[config.mk]
export PLATFORM = sky130hd
export DESIGN_NAME = dbg_reg_master
export DESIGN_NICKNAME = d
export VERILOG_FILES = /design/src/rtl/dbg_reg_master.sv
export SDC_FILE = /design/constraint.sdc
export NUM_CORES = 1
export LEC_CHECK = 0
export BUFFER_PORTS_ARGS = -buffer_cell sky130_fd_sc_hd__buf_2
export CAP_MARGIN = 20
export CORE_MARGIN = 2
export CORE_UTILIZATION = 35
export CTS_BUF_LIST = sky130_fd_sc_hd__clkbuf_2
export DETAILED_ROUTE_END_ITERATION = 8
export PLACE_DENSITY = 0.74
export SLEW_MARGIN = 40
export SYNTH_ARGS = -nofsm -noshare
export SYNTH_HDL_FRONTEND = slang
export SYNTH_SLANG_ARGS = --single-unit
[constraint.sdc]
create_clock -name clk -period 5.3 [get_ports clk]
set_input_delay 1.06 -clock clk [delete_from_list [all_inputs] [get_ports clk]]
set_output_delay 1.06 -clock clk [all_outputs]
set_load 0.02 [all_outputs]
[src/rtl/dbg_reg_master.sv]
// Debug command-to-register-bus master: accepts one read/write command, runs it against a
// register file, returns one response. Define DBG_REG_TIMEOUT_EN to bound the read wait.
module dbg_reg_master #(
   parameter int unsigned ADDR_WIDTH     = 8,
   parameter int unsigned DATA_WIDTH     = 32,
   parameter int unsigned NUM_REGS       = 32,
   parameter int unsigned TIMEOUT_CYCLES = 16
) (
   input  logic                  clk,
   input  logic                  rst,
   input  logic                  cmd_valid_i,
   output logic                  cmd_ready_o,
   input  logic                  cmd_write_i,
   input  logic [ADDR_WIDTH-1:0] cmd_addr_i,
   input  logic [DATA_WIDTH-1:0] cmd_wdata_i,
   output logic                  rsp_valid_o,
   input  logic                  rsp_ready_i,
   output logic [DATA_WIDTH-1:0] rsp_rdata_o,
   output logic                  rsp_err_o,
   output logic                  busy_o,
   output logic [ADDR_WIDTH-1:0] reg_addr,
   output logic [DATA_WIDTH-1:0] reg_wr_data,
   output logic                  reg_wr_en,
   output logic                  reg_rd_en,
   input  logic [DATA_WIDTH-1:0] reg_rd_data,
   input  logic                  reg_rd_done
);

   if (TIMEOUT_CYCLES < 1 || NUM_REGS < 1 || NUM_REGS > (64'd1 << ADDR_WIDTH))
   begin : g_param_check
      $error("dbg_reg_master: parameter out of range");
   end

   typedef enum logic [1:0] {StIdle, StWr, StRd, StResp} state_e;

   // One extra bit so NUM_REGS == 2**ADDR_WIDTH still compares correctly.
   localparam logic [ADDR_WIDTH:0] NumRegsL = (ADDR_WIDTH + 1)'(NUM_REGS);

   state_e                state_q;
   logic                  cmd_ready_q;
   logic                  rsp_valid_q;
   logic                  rsp_err_q;
   logic [DATA_WIDTH-1:0] rsp_rdata_q;
   logic                  busy_q;
   logic [ADDR_WIDTH-1:0] reg_addr_q;
   logic [DATA_WIDTH-1:0] reg_wr_data_q;
   logic                  reg_wr_en_q;
   logic                  reg_rd_en_q;
   logic                  addr_ok;

`ifdef DBG_REG_TIMEOUT_EN
   localparam int unsigned CntW = $clog2(TIMEOUT_CYCLES + 1);
   localparam logic [CntW-1:0] TmoLast = CntW'(TIMEOUT_CYCLES - 1);
   logic [CntW-1:0] tmo_cnt_q;
`endif

   always_comb begin
      addr_ok = ({1'b0, cmd_addr_i} < NumRegsL);
   end

   always_ff @(posedge clk) begin
      if (rst) begin
         state_q       <= StIdle;
         cmd_ready_q   <= 1'b0;
         rsp_valid_q   <= 1'b0;
         rsp_err_q     <= 1'b0;
         rsp_rdata_q   <= '0;
         busy_q        <= 1'b0;
         reg_addr_q    <= '0;
         reg_wr_data_q <= '0;
         reg_wr_en_q   <= 1'b0;
         reg_rd_en_q   <= 1'b0;
`ifdef DBG_REG_TIMEOUT_EN
         tmo_cnt_q     <= '0;
`endif
      end else begin
         case (state_q)
            StIdle: begin
               cmd_ready_q <= 1'b1;
               if (cmd_valid_i && cmd_ready_q) begin
                  cmd_ready_q <= 1'b0;
                  busy_q      <= 1'b1;
                  if (!addr_ok) begin
                     state_q     <= StResp;
                     rsp_valid_q <= 1'b1;
                     rsp_err_q   <= 1'b1;
                     rsp_rdata_q <= '0;
                  end else if (cmd_write_i) begin
                     state_q       <= StWr;
                     reg_wr_en_q   <= 1'b1;
                     reg_addr_q    <= cmd_addr_i;
                     reg_wr_data_q <= cmd_wdata_i;
                  end else begin
                     state_q     <= StRd;
                     reg_rd_en_q <= 1'b1;
                     reg_addr_q  <= cmd_addr_i;
`ifdef DBG_REG_TIMEOUT_EN
                     tmo_cnt_q   <= '0;
`endif
                  end
               end
            end
            StWr: begin
               reg_wr_en_q <= 1'b0;
               state_q     <= StResp;
               rsp_valid_q <= 1'b1;
               rsp_err_q   <= 1'b0;
               rsp_rdata_q <= '0;
            end
            StRd: begin
               // A done strobe in the limit cycle takes priority over the timeout.
               if (reg_rd_done) begin
                  reg_rd_en_q <= 1'b0;
                  state_q     <= StResp;
                  rsp_valid_q <= 1'b1;
                  rsp_err_q   <= 1'b0;
                  rsp_rdata_q <= reg_rd_data;
               end
`ifdef DBG_REG_TIMEOUT_EN
               else if (tmo_cnt_q == TmoLast) begin
                  reg_rd_en_q <= 1'b0;
                  state_q     <= StResp;
                  rsp_valid_q <= 1'b1;
                  rsp_err_q   <= 1'b1;
                  rsp_rdata_q <= '0;
               end else begin
                  tmo_cnt_q <= tmo_cnt_q + CntW'(1);
               end
`endif
            end
            StResp: begin
               if (rsp_ready_i) begin
                  state_q       <= StIdle;
                  cmd_ready_q   <= 1'b1;
                  rsp_valid_q   <= 1'b0;
                  rsp_err_q     <= 1'b0;
                  rsp_rdata_q   <= '0;
                  busy_q        <= 1'b0;
                  reg_addr_q    <= '0;
                  reg_wr_data_q <= '0;
               end
            end
            default: begin
               state_q <= StIdle;
            end
         endcase
      end
   end

   assign cmd_ready_o = cmd_ready_q;
   assign rsp_valid_o = rsp_valid_q;
   assign rsp_err_o   = rsp_err_q;
   assign rsp_rdata_o = rsp_rdata_q;
   assign busy_o      = busy_q;
   assign reg_addr    = reg_addr_q;
   assign reg_wr_data = reg_wr_data_q;
   assign reg_wr_en   = reg_wr_en_q;
   assign reg_rd_en   = reg_rd_en_q;

endmodule

After elaboration in Yosys (flattened, before gate mapping):

Index checks and enable logic that the tools add are counted.
W data, S select, Z words.

* $add $sub $neg: 0
* multipliers: 0
* divide/modulo/power cells: 0
* $lt $le $gt $ge: 1
* equality and inequality tests: 10
* shifts and indexed selects: 0
* multiplexer cells: 39
* bitwise operators: 0
* reduce and logical (&&, ||, !) cells: 13

Operators with widths (number)
* $mux W32: 7
* $pmux W32 S4: 1
* $pmux W32 S2: 1
* $mux W8: 3
* $pmux W8 S2: 1
* $mux W1: 14
* $ne A2 B2 Y1 const B: 7
* $reduce_and A4 Y1: 3
* $mux W2: 5
* $reduce_and A5 Y1: 2
* $lt A8 B6 Y1 const B: 1
* $pmux W1 S2: 4
* $pmux W1 S4: 2
* $pmux W2 S4: 1
* $reduce_and A3 Y1: 2
* $reduce_bool A2 Y1: 3
* $eq A2 B2 Y1 const B: 2
* $eq A2 B1 Y1 const B: 1
* $logic_not A2 Y1: 1
* $reduce_and A2 Y1: 1
* $logic_and A1 B1 Y1: 1

* bits in registers: 80
* bits in latches: 0
* bits in writable memories: 0
* memory bits (read-only): 0
* bits of input ports: 78
* output and inout bits: 78
* logic and storage cells: 73
* memories: 0

Longest topological paths before layout:

Gate-level depths: netlist of run 1.

* word-level depth: 4
* gate-level depth with buffers: 9
* mapped depth without buffers: 6

Least setup slack after synthesis of run 1:

No wires, ideal clock.

* kind: input port to flip-flop
* from: in cmd_addr_i[7]
* to: reg rsp_rdata_q[0] (netlist: rsp_rdata_o[0])
* setup time: 0.132 ns
* data arrival time: 2.173 ns
* data required time: 5.168 ns
* slack: 2.994 ns
* stages on the path: 6
* path buffers: 2
* path through: or4b_4 and4_4 buf_6 buf_2 nand3_1 a21oi_1

* cells in the longest elaborated chain, start to end: 3

Ends and longest elaborated chain
* from (decl): line 14 `input logic [ADDR_WIDTH-1:0] cmd_addr_i,`
* $lt A8 B6 Y1: line 58 `addr_ok = ({1'b0, cmd_addr_i} < NumRegsL);`
* $ne A2 B2 Y1 (no line)
* $reduce_and A4 Y1 (no line)
* to (signal assigned): line 117 `rsp_rdata_q <= reg_rd_data;`
* to (decl): line 43 `logic [DATA_WIDTH-1:0] rsp_rdata_q;`

Every way passes these cells.
A chain may end at the register's enable or synchronous reset.

==> results of run 1 <==
through the flow:
stage / power, uW / cell area, um2 / std cells / util
global placement: 1190 / 3670 / 530 / 0.470
floorplan: 1070 / 2860 / 295 / -
detailed placement: 1200 / 3680 / 530 / 0.471
global route: 1620 / 3800 / 545 / 0.487
CTS: 1540 / 3800 / 545 / 0.487
finish: 1520 / 3800 / 545 / 0.487
power groups by stage:
| stage | sequential (uW) | clock (uW) | combinational (uW) |
|---|---|---|---|
| finish | 687 | 344 | 493 |
| global route | 696 | 381 | 548 |
| CTS | 688 | 357 | 500 |
| detailed placement | 700 | 0 | 498 |
| global placement | 700 | 0 | 485 |
| floorplan | 761 | 0 | 310 |
cells in the final DEF, fill, tap and decap left out, types with 2 or more instances in the layout:
master	Yosys	layout
buf_2	8	154
dfxtp_1	80	80
nand2_1	38	38
a22o_1	37	37
nand3_1	35	35
a21oi_1	33	33
clkbuf_2	0	10
nor2_1	7	6
and2_1	5	5
inv_1	4	4
nand2b_1	3	3
a31oi_1	3	3
ha_1	4	3
buf_4	1	3
o21ai_0	2	2
o211ai_1	2	2
o31ai_1	2	2
or3_1	2	2
a311oi_1	2	2
clkinv_1	0	2
bufinv_16	0	2
kinds of logic (layout without fill, tap and decap cells):
logic type	count (synthesis)	after routing	synth area share
adder cells (fa/ha/maj)	4	4	0.0175
AND/OR/NAND/NOR	97	97	0.162
buffers and inverters	28	176	0.0468
AO/OA/AOI/OAI	86	86	0.214
flip-flops	80	80	0.559
sequential cells by signal (all words and copies together) (netlist names):
signal	cells
reg_rd_en	1
reg_wr_en	1
busy_o	1
reg_addr	8
cmd_ready_o	1
rsp_rdata_o	32
rsp_err_o	1
rsp_valid_o	1
reg_wr_data	32
state_q	2
routing by layer:
metal  GRT usage  vias to the layer above
li1            -                     1341
met1       0.195                     1209
met2       0.253                      115
met3      0.0495                        7
met4      0.0713                        0
met5           0                        -
path summary, 6_finish.rpt:
check / from / cells after the start / to
min reg2reg: rsp_rdata_o[31] / 2 / rsp_rdata_o[31]
max: rst / 5 / reg_wr_data[16]
max reg2reg: state_q[1] / 6 / reg_wr_data[16]
min: rsp_rdata_o[31] / 2 / rsp_rdata_o[31]
tightest hold or removal path: stages, from the launching register on:
cell	delay [ps]
dfxtp_1	350
nand2_1	50
a21oi_1	50
area by class of cell:
| type | count | area, um2 |
|---|---|---|
| Inverter | 4 | 15.0 |
| Clock inverter | 5 | 72.6 |
| Sequential cell | 80 | 1600 |
| Multi-Input combinational cell | 187 | 1140 |
| Timing Repair Buffer | 157 | 793 |
| Tap cell | 102 | 128 |
| Clock buffer | 10 | 50.0 |
| Fill cell | 753 | 4000 |
==> key figures, run 1 <==
Floorplan
  – Std-Cell Rows: 32
  – Initial Util: 0.367
  – Core Footprint: 7810 um2
  – DIE HEIGHT: 94.4 um
  – Top-Level Pins: approximately 160
  – Die width: roughly 94 um
  – Die area: a little under 9000 um2

Synth
  – Top cell type's share of synthesized area: 0.559
  – FFs w/ async S/R, synth: 0
  – Post-synth top area cell: dfxtp_1
  – Syn_area_per_cell: 9.70 um2
  – Top-count cell post-synth: dfxtp_1
  – Post-synth EDFFs: 0
  – Register area share after synthesis: 0.559
  – Synthesized flop and latch total: 80
  – Yosys warning total: 0
  – Top cells by area, synth: dfxtp_1 56%, a22o_1 11%, nand3_1 6.1%
  – Commonest cells post-synth: 80 x dfxtp_1, 38 x nand2_1, 37 x a22o_1
  – Net Count, Synth: 377
  – Ys flop type: dfxtp_1
  – Post-Synthesis Cells: roughly 300
  – Synth unique cells: 32
  – Cell Area, Synth: 2860 um2

Route
  – Via density: 4.90
  – WL/cell: 12.9 um
  – M1 WL: 3210 um
  – WL met3: 637 um
  – DR WL met2: 3130 um
  – DRC Markers: 0
  – Initial DRC Count: 83
  – Vias: between 2000 and 3000
  – Antenna Nets Post-Route: 0
  – DR pass1 iterations: 4
  – Max Used Layer: met4
  – WL final: approximately 7100 um

Clock network
  – Root Buffer: clkbuf_2
  – Clk buf depth: 2
  – Clock Sinks: 80
  – Post-CTS Resized: 0
  – Setup Buffers After CTS: 0
  – TritonCTS buffer count: 9
  – Clock Latency Late Sink: approximately 470 ps
  – CTS clk-pin slew, worst paths: around 190 ps
  – CTS H-tree lvls: 3
  – Cts hold-fix bufs: 0
  – CTS tree: yes

Power and ir drop
  – Pwr dens: 400 nW/um2
  – Clock power frac: 0.226
  – Sw Share: 0.368
  – Switch Pwr: around 560 uW
  – Peak VDD IR: around 0.18 mV
  – Internal power: a little under 1000 uW
  – Sequential fraction of design power: 0.451
  – P_leak: ~0.0018 uW
  – Combinational power share: 0.323

Finish
  – Nets: around 520
  – Antenna cells: 0
  – Layout area overhead: 32.9%
  – Layout cells sized above 1: 0.400

Placement
  – Place WS: 2500 ps
  – Port Buffers: ~160
  – Post-DP HPWL: 4970 um
  – Final Wtd Congestion: between 0.8 and 0.9

Setup path
  – R2R setup slack: between 3000 and 4000 ps
  – Crit path required time: around 5700 ps
  – CP Max Fanout: 44
  – Crit-path cells: buf_4, nor2b_1, nand2_1, nor2_4, a22o_1
  – Crit-path max cell delay: between 500 and 600 ps
  – Crit end category: flop
  – CP top delay family: simple AND/OR/NAND/NOR gates
  – Startpoint types: input pin
  – Critical Path AT: 2550 ps
  – WS Path Type: in2reg
  – Worst path bufs/invs: 1
  – Critical-path cell with the highest stage delay: nor2_4

STA
  – Slew @ Worst Pin: 707 ps
  – FMAX: between 400 and 500 MHz
  – Skew final: about 24 ps
  – Fin. Hold Viols: 0
  – Max-slew headroom: 0.527
  – Worst hold slack: 461 ps
  – Crit path time final: 2130 ps
  – Final setup viols: 0
  – Setup TNS: 0 ps
  – Final setup margin: between 3000 and 4000 ps
  – Max-slew violation count: 0
  – Fin crit share: 0.402
  – Unrepaired setup endpoints after global routing: no

Worst hold path
  – HP Class: reg2reg

Global route
  – First-pass GRT wire length: approximately 11000 um
  – Initial antenna violation count: 0
  – Overflow after GRT: 0
  – Largest net degree at the start of global routing: 45
  – Vias in the first global route: about 2500
  – Gr usage total: 0.158

Run status
  – Outcome: finished clean

Job
  – Maximum capacitance violations: 0
(Power assumes the default switching activity.)
==> run 2: changes to the inputs <==
- ABC_AREA: not set -> 1
- PLACE_DENSITY: 0.74 -> 0.73
- clock period: 5.3 -> 1.8 ns (I/O delays scaled with it)
==> run 2 against run 1 <==
Effect of this change:
- critical path depth rose by 4
- register-to-register slack lost 3100 ps
- global-route usage is 0.60 points lower
- via count up 36%
- first-iteration DRC count increased to 2.7 times the previous value
- clock skew increased by 31 ps
- largest power group is now combinational cells
- highest routed layer unchanged
==> key figures, run 2 <==
Run status
  – Outcome: finished clean

Job
  – Maximum capacitance violations: 0

Setup path
  – Crit end category: flop
  – Critical Path AT: between 2000 and 2500 ps
  – Startpoint types: flop
  – Worst reg-to-reg path cell count: 9
  – WS Path Type: reg2reg
  – CP Max Fanout: 34
  – Reg-to-Reg End: rsp_rdata_o[17]
  – Crit path required time: around 2200 ps
  – Worst reg2reg path startpoint: state_q[0]
  – R2R setup slack: approximately 130 ps

Clock network
  – CTS tree: yes
  – CTS clk-pin slew, worst paths: 260 ps
  – Setup Buffers After CTS: 0
  – Cts hold-fix bufs: 0
  – Clock Sinks: 80
  – Root Buffer: clkbuf_2
  – Clock Latency Late Sink: between 500 and 600 ps
  – CTS H-tree lvls: 3
  – Clk buf depth: 2
  – TritonCTS buffer count: 9

Synth
  – Synth unique cells: 21
  – Main combinational cell family by area after synthesis: simple AND/OR/NAND/NOR gates
  – Cell Area, Synth: 3660 um2
  – Synth Area in Adders: 0.0137
  – Syn_area_per_cell: roughly 6.6 um2
  – Post-Synth XOR/XNOR Area: 0
  – Commonest cells post-synth: 191 x nand2_1, 136 x nor2_1, 80 x dfxtp_1
  – Post-synth EDFFs: 0
  – Ys flop type: dfxtp_1
  – Mux contribution to synthesized area: 0
  – Top cells by area, synth: dfxtp_1 44%, nand2_1 20%, nor2_1 14%
  – Synthesized flop and latch total: 80
  – Net Count, Synth: ~640
  – Register area share after synthesis: 0.437
  – Post-synthesis compound-gate area fraction: 0.0461
  – Post-Synthesis Cells: between 500 and 600
  – Yosys warning total: 0
  – Post-Synth Simple-Gate Area: 0.403
  – Top cell type's share of synthesized area: 0.437
  – Top-count cell post-synth: nand2_1
  – FFs w/ async S/R, synth: 0
  – Post-synth top area cell: dfxtp_1

STA
  – Fin crit share: 0.927
  – FMAX: about 600 MHz
  – Max-slew headroom: 0.758
  – Fin. Hold Viols: 0
  – Final setup margin: roughly 130 ps
  – Slew @ Worst Pin: between 300 and 400 ps
  – Crit path time final: roughly 1700 ps
  – Skew final: around 54 ps
  – Unrepaired setup endpoints after global routing: yes
  – Final setup viols: 0
  – Worst hold slack: 61.1 ps
  – Max-slew violation count: 0

Floorplan
  – Std-Cell Rows: 37
  – DIE HEIGHT: between 100 and 150 um
  – Die width: ~110 um
  – Top-Level Pins: approximately 160
  – Die area: around 11000 um2
  – Core Footprint: approximately 10000 um2
  – Initial Util: 0.358

Global route
  – Vias in the first global route: approximately 3200
  – Largest net degree at the start of global routing: 73
  – Gr usage total: 0.152
  – Overflow after GRT: 0
  – First-pass GRT wire length: 14200 um
  – Initial antenna violation count: 0

Worst hold path
  – Hold Path Stages: 3
  – HP Class: in2reg
  – Hold endpoint: reg_addr[0]
  – Min-delay src: cmd_addr_i[0]

Route
  – Antenna Nets Post-Route: 0
  – Initial DRC Count: roughly 220
  – Via density: roughly 4.3
  – WL final: just under 9000 um
  – WL/cell: between 10 and 15 um
  – Vias: 3640
  – DRC Markers: 0
  – DR pass1 iterations: 4

Placement
  – Post-DP HPWL: roughly 6000 um
  – Final Wtd Congestion: slightly below 0.8
  – Port Buffers: around 160
  – Place WS: roughly 120 ps

Finish
  – Nets: 784
  – Commonest non-fill, non-tap cells in the layout: 191 x nand2_1, 155 x buf_2, 136 x nor2_1
  – Antenna cells: 0
  – Layout area overhead: 29.3%
  – Most common cell after layout, fill and taps aside: nand2_1
  – Layout cells sized above 1: 0.287

Power and ir drop
  – P_leak: 0.00265 uW
  – Peak VDD IR: 0.743 mV
  – Pwr dens: between 1500 and 2000 nW/um2
run 2: cell types whose count changed after synthesis, sizes merged, moves of 3 or more:
cell    delta
nand2    +160
nor2     +132
a22o      -37
inv       +36
buf        +8
nand3      -8
a21oi      -5
and2       -5
a31oi      -3
nand2b     -3
o21ai      +3
run 2: metrics by stage:
step	util	power, uW	std cells	TNS, ps	cell area (um2)
floorplan	-	6290	557	0	3660
global placement	0.447	7500	827	0	4570
CTS	0.462	8800	843	0	4730
finish	0.463	8690	843	0	4730
detailed placement	0.447	7540	827	0	4570
global route	0.463	9480	843	-22.1	4730
run 2: worst max path at each step:
stage	from	endpoint	slack (ps)	depth (start not counted)
2_1_floorplan	state_q[0]	rsp_rdata_o[10]	250	11
3_3_place_gp	state_q[0]	rsp_rdata_o[10]	150	9
3_5_place_dp	state_q[0]	rsp_rdata_o[10]	120	9
4_1_cts	state_q[0]	reg_wr_data[26]	90	7
5_1_grt	state_q[0]	reg_wr_data[31]	-10	7
6_report	state_q[0]	rsp_rdata_o[17]	130	9
run 2: critical path, cell delays in order, from the launching register on:
cell and delay [ps]:
dfxtp_2 400, inv_1 70, ha_1 290, nand2_4 150, nand3_2 130, nor2_4 180
buf_12 200, nand2_1 70, nand2_1 50, nor2_1 40
run 2: timing repair:
item / in CTS / in global routing
hold endpoints to repair: 0 / 0
gates resized for setup: 0 / 3
endpoints found under the setup margin: 0 / 22
run 2: final cells by class:
class	count	area (um2)
fillers	1123	5500
multi-input cells	403	1700
flip-flops and latches	80	1600
repair buffers	168	948
well taps	136	170
inverters	40	150
clock inverters	6	108
clock buffers	10	50.0
run 2: cell families (layout without fill, tap and decap cells):
logic type	Yosys count	in the layout
flip-flops	80	80
adder cells (fa/ha/maj)	4	4
AND/OR/NAND/NOR	366	366
AO/OA/AOI/OAI	33	33
buffers and inverters	74	224
run 2: power by group:
part | internal, uW | leakage, uW | switching (uW)
clock | 601 | 0.0000935 | 623
combinational | 1690 | 0.00190 | 3030
sequential | 2420 | 0.000657 | 318
total | 4720 | 0.00265 | 3970
run 2: layer usage:
layer,up-vias,global-route usage,wire (um),share of wire
met5,-,0,0,0
met4,0,0.0451,83,0.0095
met3,8,0.0392,661,0.076
met2,112,0.266,3960,0.45
met1,1557,0.183,4030,0.46
li1,1963,-,-,-
==> run 3: changes to the inputs <==
- CORE_UTILIZATION: 35 -> 45
- PLACE_DENSITY: 0.73 -> 0.88
- SKIP_CTS_REPAIR_TIMING: not set -> 1
- SLEW_MARGIN: 40 -> 20
==> run 3 against run 2 <==
Effect of this change:
- sequential share of layout area grew 0.48 points
- critical endpoint is now rsp_rdata_o[12]
- count of clock-buffer cells in the layout shrank 1
- wire length grew 1.8%
- sequential cell count is the same
- worst setup slack gained 1.2 ps
- clock skew shrank 32 ps
- clock power shrank 3%
- sequential power is essentially flat
- non-clock buffer count shrank 4
- combinational power shrank 0.8%
==> key figures, run 3 (synthesis results as in run 2) <==
Clock network
  – Clock Latency Late Sink: 480 ps
  – CTS H-tree lvls: 3
  – TritonCTS buffer count: 9
  – CTS tree: yes
  – Clk buf depth: 2
  – Root Buffer: clkbuf_2
  – CTS clk-pin slew, worst paths: about 220 ps
  – Clock Sinks: 80

Global route
  – First-pass GRT wire length: around 14000 um
  – Gr usage total: 0.193
  – Initial antenna violation count: 0
  – Largest net degree at the start of global routing: 67
  – Overflow after GRT: 0
  – Vias in the first global route: 3416

Finish
  – Fill count: around 760
  – Layout area overhead: 27.2%
  – Most common cell after layout, fill and taps aside: nand2_1
  – Final Util: 0.597
  – Nets: 780
  – Antenna cells: 0
  – Commonest non-fill, non-tap cells in the layout: 191 x nand2_1, 155 x buf_2, 136 x nor2_1
  – Layout cells sized above 1: 0.281

STA
  – Fin. Hold Viols: 0
  – Unrepaired setup endpoints after global routing: no
  – Crit path time final: ~1700 ps
  – Final setup margin: 133 ps
  – Final setup viols: 0
  – Fin crit share: 0.926
  – Max-slew headroom: 0.771
  – Max-slew violation count: 0
  – Slew @ Worst Pin: between 300 and 400 ps
  – Setup TNS: 0 ps
  – FMAX: 600 MHz
  – Skew final: 21.9 ps

Route
  – DRC Markers: 0
  – DR pass1 iterations: 6
  – Antenna Nets Post-Route: 0
  – Initial DRC Count: between 100 and 150
  – Vias: 3781
  – WL final: slightly below 9000 um
  – WL/cell: 11.1 um
  – Via density: ~4.7

Worst hold path
  – Hold Path Stages: 3
  – HP Class: in2reg

Placement
  – Port Buffers: 155
  – Post-DP HPWL: around 6400 um
  – Final Wtd Congestion: between 0.9 and 1
  – Place WS: between 9 and 10 ps

Setup path
  – Startpoint types: flop
  – Worst reg-to-reg path cell count: 9
  – WS Path Type: reg2reg
  – Crit path required time: 2200 ps
  – Crit end category: flop
  – Critical Path AT: 2060 ps
  – CP Max Fanout: 33

Floorplan
  – Initial Util: 0.469
  – Die area: between 8000 and 9000 um2
  – DIE HEIGHT: approximately 94 um
  – Top-Level Pins: around 160
  – Die width: 94.2 um
  – Std-Cell Rows: 32
  – Core Footprint: 7810 um2

Job
  – Maximum capacitance violations: 0

Run status
  – Outcome: finished clean

Power and ir drop
  – Pwr dens: ~1800 nW/um2
  – Peak VDD IR: 0.826 mV
  – Design Power: approximately 8600 uW
  – P_leak: 0.00264 uW
[run 3: changes by cell type in the layout (fill, tap and decap cells not counted), sizes merged]
cell,delta
buf,-5
[run 3: routing by layer]
| layer | vias to the layer above | GRT usage | wire length (um) |
|---|---|---|---|
| li1 | 1961 | - | - |
| met1 | 1683 | 0.207 | 3710 |
| met2 | 127 | 0.357 | 4390 |
| met3 | 10 | 0.0530 | 710 |
| met4 | 0 | 0.0725 | 96 |
| met5 | - | 0 | 0 |
[run 3: final timing paths]
path | from | endpoint | slack, ps
worst min-delay path | cmd_addr_i[3] | reg_addr[3] | 90
worst min register to register | reg_addr[6] | reg_addr[6] | 460
worst max register to register | state_q[0] | rsp_rdata_o[12] | 130
worst max-delay path | state_q[0] | rsp_rdata_o[12] | 130
[run 3: critical path: stages (launching register included)]
cell     delay (ps)
dfxtp_1         410
inv_1            80
ha_2            250
nand2_4         130
nand3_2         130
nor2_4          180
buf_12          210
nand2_1          80
nand2_1          80
nor2_1           40
[run 3: layout make-up]
type | count | area, um2 | share of cell area
clock buffer | 9 | 45.0 | 0.00967
clock inverter | 6 | 109 | 0.0234
inverter | 40 | 150 | 0.0322
multi-input combinational | 403 | 1700 | 0.365
sequential | 80 | 1600 | 0.344
tap | 102 | 128 | 0.0274
timing repair buffer | 164 | 923 | 0.198
[run 3: per-stage QoR]
step	cell area (um2)	hold WS (ps)	cells
floorplan	3660	508	557
global placement	4480	428	788
detailed placement	4480	440	788
CTS	4630	32.3	803
global route	4660	39.0	804
finish	4660	93.7	804
[run 3: power breakdown]
group          internal (uW)  switching [uW]  leakage (uW)
Combinational           1610            3070       0.00189
Sequential              2420             325      0.000657
Clock                    590             589     0.0000917
Total                   4620            3990       0.00264
